<file path="src/rtl/mult_bus_scheduler.sv">
// mult_bus_scheduler
//   Shares one 8-bit bus-based multiplier among N_REQ requesters. A round-robin
//   arbiter grants one request at a time. The block then drives the start strobe
//   and both operands onto the shared databus, and collects the two result bytes
//   the multiplier returns. It answers the granted requester with a 16-bit
//   product and a one-cycle ack. A WAIT that runs too long is aborted with err=1.
//
// Ports
//   clk, rst         : clock (rising edge), synchronous active-high reset
//   req              : per-requester request level, held until ack
//   opnd_a, opnd_b   : packed operands, requester i at [8i+7:8i]
//   ack              : one-hot, one-cycle acknowledge to the granted requester
//   result, err      : product and timeout flag, valid in the ack cycle
//   busy             : high whenever a transaction is in flight
//   start            : multiplier start strobe (coincident with operand A)
//   bus_out, bus_oe  : byte and drive enable for the shared databus
//   bus_in           : resolved databus value
//   lsb_out, msb_out : multiplier is presenting the result LSB / MSB
//   done             : multiplier finished
module mult_bus_scheduler #(
  parameter int unsigned N_REQ   = 4,
  parameter int unsigned TIMEOUT = 64
) (
  input  logic                 clk,
  input  logic                 rst,
  input  logic [N_REQ-1:0]     req,
  input  logic [8*N_REQ-1:0]   opnd_a,
  input  logic [8*N_REQ-1:0]   opnd_b,
  output logic [N_REQ-1:0]     ack,
  output logic [15:0]          result,
  output logic                 err,
  output logic                 busy,
  output logic                 start,
  output logic [7:0]           bus_out,
  output logic                 bus_oe,
  input  logic [7:0]           bus_in,
  input  logic                 lsb_out,
  input  logic                 msb_out,
  input  logic                 done
);

  localparam int unsigned IW = (N_REQ > 1) ? $clog2(N_REQ) : 1;
  localparam int unsigned CW = $clog2(TIMEOUT);

  localparam logic [2:0] StIdle  = 3'd0;
  localparam logic [2:0] StSendA = 3'd1;
  localparam logic [2:0] StSendB = 3'd2;
  localparam logic [2:0] StWait  = 3'd3;
  localparam logic [2:0] StResp  = 3'd4;

  logic [2:0]       r_state;
  logic [IW-1:0]    r_ptr;
  logic [IW-1:0]    r_grant;
  logic [7:0]       r_opnd_b;
  logic [CW-1:0]    r_cnt;
  logic [N_REQ-1:0] r_ack;
  logic [15:0]      r_result;
  logic             r_err;
  logic             r_busy;
  logic             r_start;
  logic [7:0]       r_bus_out;
  logic             r_bus_oe;

  int               w_idx;
  logic [IW-1:0]    w_cand;
  logic             w_found;
  logic [IW-1:0]    w_pick;
  logic [7:0]       w_sel_a;
  logic [7:0]       w_sel_b;
  logic [N_REQ-1:0] w_grant_oh;
  logic [IW-1:0]    w_ptr_next;
  logic             w_cnt_last;

  // Round-robin pick: first set request at or after the pointer, wrapping.
  always_comb begin
    w_idx   = 0;
    w_cand  = '0;
    w_found = 1'b0;
    w_pick  = '0;
    for (int k = 0; k < int'(N_REQ); k++) begin
      w_idx  = (int'(r_ptr) + k) % int'(N_REQ);
      w_cand = IW'(w_idx);
      if (!w_found && req[w_cand]) begin
        w_found = 1'b1;
        w_pick  = w_cand;
      end
    end
    w_sel_a = opnd_a[{w_pick, 3'b000} +: 8];
    w_sel_b = opnd_b[{w_pick, 3'b000} +: 8];
  end

  always_comb begin
    w_grant_oh          = '0;
    w_grant_oh[r_grant] = 1'b1;
    w_ptr_next          = (r_grant == IW'(N_REQ - 1)) ? '0 : r_grant + 1'b1;
    w_cnt_last          = (r_cnt == CW'(TIMEOUT - 1));
  end

  always_ff @(posedge clk) begin
    if (rst) begin
      r_state   <= StIdle;
      r_ptr     <= '0;
      r_grant   <= '0;
      r_opnd_b  <= '0;
      r_cnt     <= '0;
      r_ack     <= '0;
      r_result  <= '0;
      r_err     <= 1'b0;
      r_busy    <= 1'b0;
      r_start   <= 1'b0;
      r_bus_out <= '0;
      r_bus_oe  <= 1'b0;
    end else begin
      // ack is a single-cycle pulse unless re-armed below
      r_ack <= '0;
      case (r_state)
        StIdle: begin
          if (w_found) begin
            r_grant   <= w_pick;
            r_opnd_b  <= w_sel_b;
            r_result  <= '0;
            r_err     <= 1'b0;
            r_busy    <= 1'b1;
            r_start   <= 1'b1;
            r_bus_oe  <= 1'b1;
            r_bus_out <= w_sel_a;
            r_state   <= StSendA;
          end
        end
        StSendA: begin
          r_start   <= 1'b0;
          r_bus_out <= r_opnd_b;
          r_state   <= StSendB;
        end
        StSendB: begin
          r_bus_oe  <= 1'b0;
          r_bus_out <= '0;
          r_cnt     <= '0;
          r_state   <= StWait;
        end
        StWait: begin
          if (lsb_out) r_result[7:0]  <= bus_in;
          if (msb_out) r_result[15:8] <= bus_in;
          if (done) begin
            r_err   <= 1'b0;
            r_ack   <= w_grant_oh;
            r_state <= StResp;
          end else if (w_cnt_last) begin
            // Abort: a partially captured product is discarded
            r_err    <= 1'b1;
            r_result <= '0;
            r_ack    <= w_grant_oh;
            r_state  <= StResp;
          end else begin
            r_cnt <= r_cnt + 1'b1;
          end
        end
        StResp: begin
          r_ptr   <= w_ptr_next;
          r_busy  <= 1'b0;
          r_cnt   <= '0;
          r_state <= StIdle;
        end
        default: begin
          r_busy   <= 1'b0;
          r_start  <= 1'b0;
          r_bus_oe <= 1'b0;
          r_state  <= StIdle;
        end
      endcase
    end
  end

  assign ack     = r_ack;
  assign result  = r_result;
  assign err     = r_err;
  assign busy    = r_busy;
  assign start   = r_start;
  assign bus_out = r_bus_out;
  assign bus_oe  = r_bus_oe;

endmodule

</file>
<file path="config.mk">
export PLATFORM = sky130hd
export DESIGN_NAME = mult_bus_scheduler
export DESIGN_NICKNAME = d
export VERILOG_FILES = /design/src/rtl/mult_bus_scheduler.sv
export SDC_FILE = /design/constraint.sdc
export NUM_CORES = 1
export LEC_CHECK = 0
export ABC_AREA = 1
export CAP_MARGIN = 30
export CORE_UTILIZATION = 45
export DETAILED_ROUTE_END_ITERATION = 12
export HOLD_SLACK_MARGIN = 0.1
export PLACE_DENSITY = 0.79
export SYNTH_ARGS = -nofsm -noshare
export SYNTH_HDL_FRONTEND = slang
export SYNTH_SLANG_ARGS = --single-unit
</file>
<file path="constraint.sdc">
create_clock -name clk -period 4.32 [get_ports clk]
set_clock_uncertainty 0.15 [all_clocks]
set_input_delay 0.432 -clock clk [delete_from_list [all_inputs] [get_ports clk]]
set_output_delay 0.432 -clock clk [all_outputs]
set_load 0.1 [all_outputs]
</file>
==> flow_summary_export.csv <==
group,metric,value,unit
status,outcome,"finished, final reports clean",
power,pwr-share-seq,38.0,%
synth,ys_warn_count,0,
clock_network,clockRootBuffer,"clkbuf_8",
die,std_cell_rows,31,
drt,drt_iter0_markers,177,
clock_network,post_cts_buffers,0,
sta,slew_headroom,31.1,%
power,total_power,1.47,mW
synth,synth_top_area_share,31.1,%
placed_design,place_ws,1.40,ns
die,die_x,89.0,um
die,start_util,46.8,%
sta,tightest_slew,1.03,ns
sta,hold_violations,0,
power,power_frac_comb,38.3,%
placed_design,gp_routability_congestion,0.906,
placed_design,portBuffers,112,
drt,via_per_inst,5.07,
die,die_y,89.0,um
global_routing,overflow,0,
clock_network,clk_latency,0.30,ns
power,power_switching,0.559,mW
synth,yosysMostFrequentCell,"nand2_1",
sta,finalSetupViolCount,0,
final_layout,utilization,63.4,%
placed_design,place_inst,707,
synth,yosysUniqueCellTypes,36,
clock_network,post_cts_resized,0,
die,die_area,0.00793,mm^2
synth,ys_seq_elements,53,
clock_network,clkTransAtPathRegs,0.09,ns
synth,synth_xor_area_share,0,%
flow_run,max_cap_violations,0,
global_routing,antenna_found_initial,0,
sta,min_period,2.69,ns
synth,synthSimpleGateAreaFrac,32.7,%
sta,slew_violations,0,
power,power_switching_share,38.1,%
power,p_int,0.907,mW
synth,synth_top_family_by_area,"simple AND/OR/NAND/NOR gates",
final_layout,area_growth,35.7,%
drt,drt-pass1-iter-count,4,
sta,setup_ws,1.63,ns
worst_setup_path,arrival,2.75,ns
placed_design,place_area,0.00451,mm^2
final_layout,drive_above_1_share,6.82,%
drt,vias,3625,
clock_network,clockBufferDepth,2,
final_layout,final_nets,701,
synth,synth_edf_count,0,
sta,whs,0.330,ns
synth,syn_area_per_cell,6.56,um^2
power,p_leak,2.13,nW
final_layout,fill_cells,718,
synth,syn_inst,520,
clock_network,cts_tree,"yes",
power,p_clk_share,23.6,%
sta,fmax,371,MHz
synth,synth-compound-area-share,19.0,%
worst_setup_path,endpoint_kind,"flip-flop",
drt,wl_per_cell,12.0,um
worst_setup_path,crit_path_max_fanout,49,
die,coreArea,0.00729,mm^2
drt,drc,0,
die,ioPinCount,113,
worst_setup_path,path_class,"reg -> reg",
synth,yosys-top-cells-count,"135 x nand2_1, 89 x inv_1, 53 x dfxtp_1",
sta,rsz0062_at_grt,"false",
final_layout,finalNonFillerCells,715,
global_routing,grt_pass1_wl,14800,um
placed_design,hpwlAfterDp,6650,um
synth,synth_area_leader_cell,"dfxtp_1",
synth,synth_top_flop_cell,"dfxtp_1",
drt,wl,8600,um
worst_setup_path,critPathLaunchType,"flip-flop",
clock_network,hold_buffers,0,
synth,synth-adder-area-share,1.83,%
global_routing,track_usage,23.4,%
min_path,hp-class,"reg -> reg",
synth,synth.area.mux_share,0,%
synth,syn-num-nets,606,
global_routing,grt_pass1_vias,3518,
synth,ys_seq_area_share,31.1,%
power,power_density,317,mW/mm^2
clock_network,h-tree-depth,2,
final_layout,n_antenna_cell,0,
synth,async_flop_share,0,%
clock_network,cts_buffers,5,
drt,ant_nets,0,
synth,syn_area,0.00341,mm^2
synth,synth_area_leaders,"dfxtp_1 31%, nand2_1 15%, inv_1 9.8%",
worst_setup_path,crit_required,4.38,ns
clock_network,clock_sinks,53,
global_routing,grt_max_degree,50,
sta,tns,0,ns
power,max-vdd-ir-drop,0.183,mV
final_layout,stdcell_area,0.00463,mm^2
sta,period_share,62.3,%
-- per-layer routing --
layer	part of all wire [%]	vias up	GRT usage, %
met2	51	91	43.6
met1	43	1647	27.2
met4	1.5	0	5.92
met5	0	-	0
li1	-	1871	-
met3	4.9	16	5.08
-- registers in the layout, indices dropped and copies added (netlist names) --
name      cells
ack           4
r_state       3
result       16
bus_out       8
r_opnd_b      8
start         1
err           1
busy          1
r_grant       2
r_ptr         2
bus_oe        1
r_cnt         6
-- cell type report --
| type | count | area (um^2) | share of cell area (%) |
|---|---|---|---|
| flip-flops and latches | 53 | 1060 | 22.9 |
| clock inverters | 1 | 30.0 | 0.649 |
| inverters | 96 | 370 | 8.01 |
| multi-input cells | 346 | 1830 | 39.5 |
| repair buffers | 113 | 1130 | 24.4 |
| well taps | 99 | 124 | 2.68 |
| clock buffers | 7 | 86.3 | 1.87 |
-- worst max-delay path, cell delays in order (launching register included) --
cell and delay, ns:
dfxtp_1 0.62, inv_8 0.09, nand2_1 0.10, nand3_1 0.09, nand2_1 0.12, nand2_1 0.10, nand3_2 0.28, nand3_4 0.46
o211ai_1 0.35, nand3_1 0.11, nand2_1 0.08, inv_1 0.03
-- power groups by stage --
| stage | Sequential, mW | Clock [mW] | Combinational, mW |
|---|---|---|---|
| after floorplan | 0.721 | 0 | 0.250 |
| after global placement | 0.566 | 0 | 0.555 |
| after detailed placement | 0.567 | 0 | 0.562 |
| after CTS | 0.557 | 0.352 | 0.565 |
| after global routing | 0.562 | 0.371 | 0.616 |
| final | 0.558 | 0.346 | 0.562 |
-- final timing paths --
kind / start / cells after the start / to / slack [ns]
worst min register to register: result[12] / 2 / result[12] / 0.33
worst max-delay path: r_ptr[0] / 11 / r_opnd_b[4] / 1.63
worst max register to register: r_ptr[0] / 11 / r_opnd_b[4] / 1.63
worst min-delay path: result[12] / 2 / result[12] / 0.33
-- layout by cell type, fill, tap and decap left out, drive strengths merged --
cell type and instances:
nand2 144, clkdlybuf4s50 112, inv 95, dfxtp 53
a21oi 43, nand3 40, nor2 35, nand4 17
o21ai 17, o2111ai 16, o211ai 16, clkbuf 7
ha 5, nor3 4, a211oi 3, nor3b 2
o31ai 2, clkinv 1, and3 1, or2 1
bufinv 1, buf 1
-- logic make-up after synthesis --
kind of cell,after synthesis
simple gates,244
buf+inv,121
compound gates,97
flops,53
fa+ha+maj,5
(Power assumes the default switching activity.)
